`config.mk`:
```
export PLATFORM = sky130hd
export DESIGN_NAME = jtag_dap_multi
export DESIGN_NICKNAME = d
export VERILOG_FILES = /design/src/rtl/jtag_dap_pkg.sv /design/src/rtl/jtag_tap_fsm.sv /design/src/rtl/jtag_dap_multi.sv
export SDC_FILE = /design/constraint.sdc
export NUM_CORES = 1
export LEC_CHECK = 0
export ABC_AREA = 1
export ABC_CLOCK_PERIOD_IN_PS = 11050
export BUFFER_PORTS_ARGS = -buffer_cell sky130_fd_sc_hd__buf_4
export CAP_MARGIN = 20
export CORE_AREA = 2 2 147 149
export CTS_BUF_LIST = sky130_fd_sc_hd__clkbuf_16
export CTS_CLUSTER_DIAMETER = 120
export CTS_CLUSTER_SIZE = 24
export DETAILED_ROUTE_END_ITERATION = 7
export DIE_AREA = 0 0 149 151
export GPL_TIMING_DRIVEN = 1
export PLACE_DENSITY = 0.72
export SLEW_MARGIN = 20
export SYNTH_ARGS = -nofsm -noshare
export SYNTH_HDL_FRONTEND = slang
export SYNTH_SLANG_ARGS = --single-unit
```
`constraint.sdc`:
```
create_clock -name tck -period 11.05 [get_ports tck]
set_input_delay 1.105 -clock tck [delete_from_list [all_inputs] [get_ports tck]]
set_output_delay 1.105 -clock tck [all_outputs]
set_load 0.05 [all_outputs]
```
`src/rtl/jtag_dap_pkg.sv`:
```
// Shared types and opcode helpers for the multi-channel JTAG debug access port.
package jtag_dap_pkg;

  typedef enum logic [3:0] {
    TLR       = 4'h0,
    RTI       = 4'h1,
    SEL_DR    = 4'h2,
    CAP_DR    = 4'h3,
    SHIFT_DR  = 4'h4,
    EXIT1_DR  = 4'h5,
    PAUSE_DR  = 4'h6,
    EXIT2_DR  = 4'h7,
    UPD_DR    = 4'h8,
    SEL_IR    = 4'h9,
    CAP_IR    = 4'hA,
    SHIFT_IR  = 4'hB,
    EXIT1_IR  = 4'hC,
    PAUSE_IR  = 4'hD,
    EXIT2_IR  = 4'hE,
    UPD_IR    = 4'hF
  } tap_state_e;

  localparam int OP_IDCODE = 1;
  // Truncated to the IR width this becomes the all-ones opcode.
  localparam int OP_BYPASS = -1;

  function automatic int ch_opcode(input int base, input int k);
    return base + k;
  endfunction

endpackage

```
`src/rtl/jtag_tap_fsm.sv`:
```
// IEEE 1149.1 TAP controller: state register, next-state logic and decoded action strobes.
module jtag_tap_fsm
  import jtag_dap_pkg::*;
(
  input  logic       tck,
  input  logic       trst,
  input  logic       tms,
  output tap_state_e state,
  output logic       capture_dr,
  output logic       shift_dr,
  output logic       update_dr,
  output logic       capture_ir,
  output logic       shift_ir,
  output logic       update_ir,
  output logic       tlr
);

  tap_state_e nxt;

  // NOTE: every branch assigns nxt after a default, so no latch is inferred.
  always_comb begin
    nxt = state;
    unique case (state)
      TLR:      nxt = tms ? TLR      : RTI;
      RTI:      nxt = tms ? SEL_DR   : RTI;
      SEL_DR:   nxt = tms ? SEL_IR   : CAP_DR;
      CAP_DR:   nxt = tms ? EXIT1_DR : SHIFT_DR;
      SHIFT_DR: nxt = tms ? EXIT1_DR : SHIFT_DR;
      EXIT1_DR: nxt = tms ? UPD_DR   : PAUSE_DR;
      PAUSE_DR: nxt = tms ? EXIT2_DR : PAUSE_DR;
      EXIT2_DR: nxt = tms ? UPD_DR   : SHIFT_DR;
      UPD_DR:   nxt = tms ? SEL_DR   : RTI;
      SEL_IR:   nxt = tms ? TLR      : CAP_IR;
      CAP_IR:   nxt = tms ? EXIT1_IR : SHIFT_IR;
      SHIFT_IR: nxt = tms ? EXIT1_IR : SHIFT_IR;
      EXIT1_IR: nxt = tms ? UPD_IR   : PAUSE_IR;
      PAUSE_IR: nxt = tms ? EXIT2_IR : PAUSE_IR;
      EXIT2_IR: nxt = tms ? UPD_IR   : SHIFT_IR;
      UPD_IR:   nxt = tms ? SEL_DR   : RTI;
      default:  nxt = TLR;
    endcase
  end

  // NOTE: sequential state uses non-blocking assignments so all flops sample together.
  always_ff @(posedge tck or posedge trst) begin
    if (trst) state <= TLR;
    else      state <= nxt;
  end

  // Strobes mark the edge on which the current state's action takes effect.
  assign capture_dr = (state == CAP_DR);
  assign shift_dr   = (state == SHIFT_DR);
  assign update_dr  = (state == UPD_DR);
  assign capture_ir = (state == CAP_IR);
  assign shift_ir   = (state == SHIFT_IR);
  assign update_ir  = (state == UPD_IR);
  assign tlr        = (nxt == TLR);

endmodule

```
`src/rtl/jtag_dap_multi.sv`:
```
// JTAG debug access port: one TAP, IDCODE/BYPASS and NCH scan channels with update strobes.
module jtag_dap_multi
  import jtag_dap_pkg::*;
#(
  parameter int          IRW     = 4,
  parameter int          DRW     = 32,
  parameter int          NCH     = 4,
  parameter logic [31:0] IDCODE  = 32'h1DC0_0001,
  parameter int          CH_BASE = 2
) (
  input  logic               tck,
  input  logic               trst,
  input  logic               tdi,
  input  logic               tms,
  output logic               tdo,
  output logic               tdo_en,
  output logic [IRW-1:0]     ir_q,
  input  logic [NCH*DRW-1:0] dr_capture_data,
  output logic [DRW-1:0]     dr_update_data,
  output logic [NCH-1:0]     dr_update_valid
);

  localparam logic [IRW-1:0] OP_IDC = IRW'(OP_IDCODE);
  localparam logic [IRW-1:0] OP_BYP = IRW'(OP_BYPASS);
  localparam logic [IRW-1:0] IR_CAPTURE = {{(IRW-2){1'b0}}, 2'b01};

  tap_state_e state;
  logic capture_dr, shift_dr, update_dr;
  logic capture_ir, shift_ir, update_ir;
  logic tlr;

  jtag_tap_fsm u_fsm (
    .tck        (tck),
    .trst       (trst),
    .tms        (tms),
    .state      (state),
    .capture_dr (capture_dr),
    .shift_dr   (shift_dr),
    .update_dr  (update_dr),
    .capture_ir (capture_ir),
    .shift_ir   (shift_ir),
    .update_ir  (update_ir),
    .tlr        (tlr)
  );

  logic [IRW-1:0] ir_sr;
  logic [31:0]    idcode_sr;
  logic           bypass_sr;
  logic [DRW-1:0] ch_sr [NCH];

  logic           sel_idcode;
  logic           sel_bypass;
  logic [NCH-1:0] sel_ch;
  logic           dr_bit0;
  logic [DRW-1:0] ch_sel_sr;

  // Any opcode that is neither IDCODE nor a channel (including 0 and all-ones) means BYPASS.
  always_comb begin
    sel_idcode = (ir_q == OP_IDC);
    for (int k = 0; k < NCH; k++) begin
      sel_ch[k] = (ir_q == IRW'(ch_opcode(CH_BASE, k)));
    end
    sel_bypass = (ir_q == OP_BYP) || !(sel_idcode || (|sel_ch));
  end

  always_comb begin
    dr_bit0   = bypass_sr;
    ch_sel_sr = '0;
    if (sel_idcode) dr_bit0 = idcode_sr[0];
    for (int k = 0; k < NCH; k++) begin
      if (sel_ch[k]) begin
        dr_bit0   = ch_sr[k][0];
        ch_sel_sr = ch_sr[k];
      end
    end
  end

  assign tdo_en = shift_ir | shift_dr;

  always_ff @(posedge tck or posedge trst) begin
    if (trst) begin
      ir_q            <= OP_IDC;
      ir_sr           <= '0;
      idcode_sr       <= '0;
      bypass_sr       <= 1'b0;
      dr_update_data  <= '0;
      dr_update_valid <= '0;
      tdo             <= 1'b0;
      for (int k = 0; k < NCH; k++) ch_sr[k] <= '0;
    end else begin
      dr_update_valid <= '0;

      if (capture_ir)    ir_sr <= IR_CAPTURE;
      else if (shift_ir) ir_sr <= {tdi, ir_sr[IRW-1:1]};

      if (tlr)            ir_q <= OP_IDC;
      else if (update_ir) ir_q <= ir_sr;

      if (capture_dr) begin
        if (sel_idcode) idcode_sr <= IDCODE;
        if (sel_bypass) bypass_sr <= 1'b0;
        for (int k = 0; k < NCH; k++) begin
          if (sel_ch[k]) ch_sr[k] <= dr_capture_data[k*DRW +: DRW];
        end
      end else if (shift_dr) begin
        if (sel_idcode) idcode_sr <= {tdi, idcode_sr[31:1]};
        if (sel_bypass) bypass_sr <= tdi;
        for (int k = 0; k < NCH; k++) begin
          if (sel_ch[k]) ch_sr[k] <= {tdi, ch_sr[k][DRW-1:1]};
        end
      end

      if (update_dr && (|sel_ch)) begin
        dr_update_data  <= ch_sel_sr;
        dr_update_valid <= sel_ch;
      end

      // tdo presents the bit leaving the register on this shift edge.
      if (shift_ir)      tdo <= ir_sr[0];
      else if (shift_dr) tdo <= dr_bit0;
    end
  end

endmodule

```
After elaboration in Yosys (flattened, before gate mapping)
Index checks and enable logic that the tools add are counted.
- bits in registers: 210
- bits in latches: 0
- bits in writable memories: 0
- ROM bits: 0
- input bits: 132
- output and inout bits: 42
- word-level logic and storage cells: 101
- memories kept: 0
- add/subtract/negate cells: 0
- $mul: 0
- divide/modulo/power cells: 0
- magnitude comparators: 0
- eq/ne operators: 21
- shift-type cells: 0
- multiplexer cells: 47
- bitwise gates (word level): 1
- reductions and logical operators: 20
- operator list (kind ; count):
    32-bit two-way mux ; 16
    128-bit two-way mux ; 2
    4-bit one-hot mux with 12 select lines ; 1
    4-bit equality test (second input constant) ; 9
    4-bit two-way mux ; 9
    4-bit by 3-bit equality test with 1-bit output (second input constant) ; 6
    4-bit by 2-bit equality test with 1-bit output (second input constant) ; 4
    1-bit two-way mux ; 14
    2-bit AND reduction ; 6
    4-bit by 1-bit equality test with 1-bit output (second input constant) ; 2
    4-bit logical NOT ; 2
    2-bit nonzero test ; 4
    2-bit two-way mux ; 3
    3-bit two-way mux ; 2
    2-bit OR reduction ; 2
    4-bit OR reduction ; 1
    3-bit OR reduction ; 1
    1-bit logical OR ; 2
    1-bit logical AND ; 1
    1-bit logical NOT ; 1
    1-bit bitwise OR ; 1

Logic depth before layout (Yosys ltp)
Gate-level depths: netlist of the first run.
- depth in word-level cells: 8
- gate-level depth with buffers: 11

Hierarchy
Synthesis of the first run repeated with hierarchy kept, for this count alone.
- cells, all modules: 1191
- area, all modules: 10357.4 um^2
- modules (own cells, without submodules) (module ; times used ; cells an instance ; area each (um^2)):
    jtag_dap_multi ; 1 ; 1112 ; 9953.3
    jtag_tap_fsm ; 1 ; 79 ; 404.1

Worst setup path after synthesis of the first run
No wires, ideal clock.
- path type: flip-flop to output port
- from: register u_fsm.state[3]
- to: output tdo_en
- arrival: 1.184 ns
- data required time: 9.945 ns
- setup slack: 8.761 ns
- stages on the path, launching flop included: 5
- cell sequence: dfrtp_1 -> inv_2 -> nor2_2 -> nand2_1 -> nand2_1
- word-level cells in the longest chain between the ends: 2
- RTL lines (element ; line ; text):
    start, declared ; jtag_tap_fsm.sv:8 ; output tap_state_e state,
    start signal, assigned ; jtag_tap_fsm.sv:47 ; else state <= nxt;
    4-bit equality test / 4-bit by 3-bit equality test with 1-bit output (equally long branches) ; jtag_tap_fsm.sv:55, jtag_tap_fsm.sv:52 ;
    1-bit bitwise OR (*) ; jtag_dap_multi.sv:78 ; assign tdo_en = shift_ir | shift_dr;
    end, declared ; jtag_dap_multi.sv:16 ; output logic tdo_en,
Mark *: on every way between the ends. The rest lies on a longest branch, timed or not.

Final worst setup path of the first run
- from: register u_fsm.state[1]
- to: output tdo_en
Same word-level chain as after synthesis.

==> results of run 1 <==
## cell usage after synthesis, drive strengths merged
cell    instances
o22ai           3
and2            1
nand2         372
a31oi          78
buf            65
o211ai         50
inv           102
nor2          129
a22oi           1
dfrtp         209
clkbuf         15
a21oi          59
o21ai         102
nand3          46
nand4           2
o31ai          13
dfstp           1
## worst reg2reg max path: stages, from the launching register on
cell,delay (ns)
dfrtp_1,0.49
nor2_2,0.33
nand2_8,0.38
inv_2,0.37
buf_4,0.74
nand2_1,0.26
a31oi_1,0.21
## path summary, 6_finish.rpt
path                                 from                 to  slack (ns)  depth (start not counted)
setup reg to reg           u_fsm.state[3]          ch_sr[65]        8.19                          6
setup / recovery           u_fsm.state[1]             tdo_en        8.11                          5
min in group asynchronous            trst  dr_update_data[0]        0.85                          2
hold reg to reg             idcode_sr[29]      idcode_sr[29]        0.49                          2
hold / removal              idcode_sr[29]      idcode_sr[29]        0.49                          2
max in group asynchronous            trst          ch_sr[72]        8.75                          3
## state kept, by name, summed over array words and instances (netlist names)
| register | cells |
|---|---|
| ch_sr | 128 |
| dr_update_data | 32 |
| idcode_sr | 32 |
| dr_update_valid | 4 |
| ir_q | 4 |
| ir_sr | 4 |
| u_fsm.state | 4 |
| bypass_sr | 1 |
| tdo | 1 |
## report_power, final
part / switching [mW] / internal, mW
combinational: 0.722 / 0.321
clock: 0.251 / 0.213
sequential: 0.143 / 0.984
## metal layers
layer	vias to the layer above	part of all wire [%]	global-route usage [%]	wire, microns
li1	4322	-	-	-
met3	26	6.9	2.83	1820
met5	-	0	0	0
met4	0	1.7	5.38	438
met1	4176	49	37.7	12800
met2	303	42	33.0	11100
## final cells by class
cell class | instances | area, sq um | share of cell area, %
flip-flops and latches | 210 | 5260 | 44.7
clock buffers | 13 | 325 | 2.76
inverters | 102 | 400 | 3.40
well taps | 275 | 344 | 2.92
clock inverters | 3 | 16.3 | 0.138
multi-input cells | 856 | 4080 | 34.7
repair buffers | 179 | 1340 | 11.4
## stage by stage
| step | util [%] | area (sq um) | setup slack, ns | instances |
|---|---|---|---|---|
| floorplan | - | 10200 | 4.21 | 1248 |
| global placement | 54.9 | 11400 | 8.15 | 1622 |
| detailed placement | 54.9 | 11400 | 8.15 | 1622 |
| CTS | 56.5 | 11800 | 8.11 | 1638 |
| global route | 56.5 | 11800 | 8.00 | 1638 |
| finish | 56.5 | 11800 | 8.11 | 1638 |
## cells by family after synthesis
group | Yosys count | share of synthesized area (%)
AO/OA/AOI/OAI | 306 | 17.9
flip-flops | 210 | 51.7
buffers and inverters | 182 | 8.14
AND/OR/NAND/NOR | 550 | 22.2
==> impl_metrics.yaml, run 1 <==
outcome:
  status: "complete, no violations"
timing:
  slew_headroom_pct: 33.9
  tns_ns: 0
  fin_crit_ns: 2.94
  skew_ns: 0.0217
  final_hold_viol_count: 0
  fmax_mhz: 340
  whs_ns: 0.494
  setup_viol: 0
  rsz0062_at_grt: "false"
  tightest_slew_ns: 0.986
  timing.final.crit_share_pct: 26.6
  slew_violations: 0
critical_path:
  end_kind: "primary output"
  critPathTopFamily: "flip-flops"
  max_stage_delay_ns: 0.51
  cp.buffers_inverters: 2
  crit_required_ns: 9.95
  cp_common_cell: "nand2_1"
  crit_path_cell_trace: "nand2_1, inv_1, nand2_1, nand2_1, buf_4"
  start_kind: "flop"
  path_class: "reg2out"
  slowest_stage: "dfrtp_1"
  worstPathArrival_ns: 1.83
  path_max_fanout: 8
job:
  cap_violations: 0
synth:
  synth.largest_area_cell: "dfrtp_1"
  ys_seq_area_share_pct: 51.7
  synth_seq_cells: 210
  synth_nets: 1380
  syn-instance-count: 1248
  syn_area_per_cell_sq_um: 8.14
  yosysWarnings: 0
  synth_cell_type_count: 29
  synth.cell_area_sq_um: 10200
  synth_top_area_share_pct: 51.5
  yosys-top-cells-area: "dfrtp_1 (51%), nand2_1 (14%), a31oi_1 (4.8%)"
layout:
  nNetsFinal: 1493
  syn2layout_area_growth_pct: 15.9
  layout_commonest_cell: "nand2_1"
  layout_common_cells: "nand2_1 (368), dfrtp_1 (209), buf_4 (179)"
  nFillCells: 1977
  num_antenna_cells: 0
  drive_gt1_share_pct: 16.7
clock_network:
  clockBufferDepth: 3
  cts_hold_buf: 0
  root_buffer: "clkbuf_16"
  htreeDepth: 1
  cts-resized-gates: 0
  clock-sinks: 210
  clk_pin_slew_ns: 0.10
  cts_tree: "done"
  post-cts-setup-buffers: 0
  clk_latency_ns: 0.48
  cts_buffers: 12
placed_design:
  gp_congestion: 0.903
  port_buffers: 173
  hpwl_microns: 17700
drt:
  drc_errors: 0
  vias_per_cell: 5.39
  wl_microns: 26100
  first_pass_iters: 5
  ant_nets: 0
  post_drt_wl_per_cell_microns: 15.9
  vias: 8827
  drtIter0Drc: 789
die:
  die_w_microns: 149
  chipHeight_microns: 151
  ioPinCount: 174
  rows: 53
  fp.dieArea_sq_um: 22500
  core_area_sq_um: 20800
  initial_core_util_pct: 48.8
global_route:
  grt_use_total_pct: 23.3
  grt_overflow: 0
  grt_pass1_wl_microns: 41800
  grt_max_degree: 142
  grt_pass1_vias: 7904
  antenna_found_initial: 0
worst_hold_path:
  hp-class: "reg2reg"
pwr:
  leakagePower_nw: 5.72
  vdd.ir_drop.worst_mv: 0.0993
  power_mw: 2.64
  powerDensity_nw_per_um2: 224
No activity file was read; power rests on OpenSTA's default activity.
==> run 2: changes to the inputs <==
--- a/config.mk
+++ b/config.mk
@@ -6,7 +6,7 @@
 export NUM_CORES = 1
 export LEC_CHECK = 0
 export ABC_AREA = 1
-export ABC_CLOCK_PERIOD_IN_PS = 11050
+export ABC_CLOCK_PERIOD_IN_PS = 2900
 export BUFFER_PORTS_ARGS = -buffer_cell sky130_fd_sc_hd__buf_4
 export CAP_MARGIN = 20
 export CORE_AREA = 2 2 147 149
==> constraint.sdc (replaced) <==
create_clock -name tck -period 2.9 [get_ports tck]
set_input_delay 0.29 -clock tck [delete_from_list [all_inputs] [get_ports tck]]
set_output_delay 0.29 -clock tck [all_outputs]
set_load 0.05 [all_outputs]
==> run 2 against run 1 <==
  * Non-clock buffer count rose by 9
  * Flip-flop and latch count did not move
  * Sequential share of layout area fell by 0.51 points
  * Largest power group unchanged
  * Worst setup slack got worse by 7.6 ns
  * Largest cell class unchanged
  * Combinational power rose to 3.9 times the previous value
==> impl_metrics.yaml, run 2 (synthesized netlist as in run 1, its figures left out) <==
timing:
  rsz0062_at_grt: "false"
  timing.final.crit_share_pct: 83.2
  skew_ns: 0.0173
  slew_headroom_pct: 39.4
  setup_viol: 0
  fmax_mhz: 414
  final_hold_viol_count: 0
  fin_crit_ns: 2.41
  tns_ns: 0
  whs_ns: 0.0473
  worst_slack_ns: 0.486
  slew_violations: 0
  tightest_slew_ns: 0.908
clock_network:
  htreeDepth: 1
  clock-sinks: 210
  post-cts-setup-buffers: 0
  root_buffer: "clkbuf_16"
  cts_buffers: 12
  cts-resized-gates: 0
  clockBufferDepth: 3
  cts_tree: "done"
  clk_latency_ns: 0.48
  cts_hold_buf: 1
  clk_pin_slew_ns: 0.10
placed_design:
  gp_congestion: 0.872
  pre_cts_ws_ns: 0.575
  port_buffers: 173
  dp.cells: 1630
  placed_area_sq_um: 11500
  hpwl_microns: 18700
layout:
  finalCoreUtilization_pct: 57.2
  drive_gt1_share_pct: 17.1
  regMostFlops: "ch_sr"
  layout_common_cells: "nand2_1 (368), dfrtp_1 (209), buf_4 (182)"
  regArea_sq_um: 5260
  largest_register_ff_count: 128
  layout_commonest_cell: "nand2_1"
  multiInputGateArea_sq_um: 4080
  nFillCells: 1977
  stdcell_count: 1649
  largest_registers: "ch_sr (128), dr_update_data (32), idcode_sr (32)"
  final_area_sq_um: 11900
  syn2layout_area_growth_pct: 17.2
  nNetsFinal: 1502
drt:
  wl_microns: 26500
  vias_per_cell: 5.33
  ant_nets: 0
  drtIter0Drc: 718
  drc_errors: 0
  vias: 8797
  first_pass_iters: 5
  post_drt_wl_per_cell_microns: 16.1
job:
  cap_violations: 0
global_route:
  grt_pass1_wl_microns: 41800
  grt_use_total_pct: 23.5
  grt_pass1_vias: 7950
  grt_max_degree: 73
  grt_overflow: 0
  antenna_found_initial: 0
die:
  chipHeight_microns: 151
  initial_core_util_pct: 48.8
  rows: 53
  die_w_microns: 149
  fp.dieArea_sq_um: 22500
  ioPinCount: 174
  core_area_sq_um: 20800
pwr:
  vdd.ir_drop.worst_mv: 0.327
  leakagePower_nw: 5.79
  powerDensity_nw_per_um2: 847
  power_mw: 10.1
critical_path:
  worstPathArrival_ns: 2.79
  end_kind: "flop"
  start_kind: "flop"
  r2r_slack_ns: 0.49
  crit_required_ns: 3.28
  path_max_fanout: 64
  path_class: "reg2reg"
worst_hold_path:
  hp-class: "in2reg"
outcome:
  status: "complete, no violations"
## run 2: worst max-delay path, stage by stage (launching register included)
cell	delay, ns
dfrtp_1	0.50
nor2_2	0.31
nand2_8	0.28
nand2_4	0.21
inv_8	0.09
nor2_8	0.54
o211ai_1	0.21
o21ai_0	0.16
## run 2: layout make-up
type | instances | area share, %
antenna | 1 | 0.0210
clock buffer | 13 | 2.73
clock inverter | 4 | 0.168
inverter | 102 | 3.33
multi-input combinational | 856 | 34.3
sequential | 210 | 44.2
tap | 275 | 2.89
timing repair buffer | 188 | 12.4
## run 2: final timing paths
| check | from | to | depth (start not counted) |
|---|---|---|---|
| setup reg to reg | u_fsm.state[3] | ch_sr[42] | 7 |
| hold reg to reg | idcode_sr[29] | idcode_sr[29] | 2 |
| max in group asynchronous | trst | ir_q[0] | 4 |
| setup / recovery | u_fsm.state[3] | ch_sr[42] | 7 |
| hold / removal | tdi | ir_sr[3] | 3 |
| min in group asynchronous | trst | dr_update_data[4] | 3 |
## run 2: power by group
part	switching, mW	internal [mW]	leakage, nW	total, mW
Sequential	0.555	3.75	2.28	4.31
Clock	0.954	0.815	0.180	1.77
Combinational	2.77	1.24	3.33	4.01
## run 2: per-layer routing
| layer | vias up | wire, microns | GRT usage (%) |
|---|---|---|---|
| met5 | - | 0 | 0 |
| met3 | 33 | 2040 | 2.95 |
| met4 | 0 | 524 | 5.81 |
| met1 | 4113 | 12600 | 37.7 |
| met2 | 308 | 11400 | 33.6 |
| li1 | 4343 | - | - |
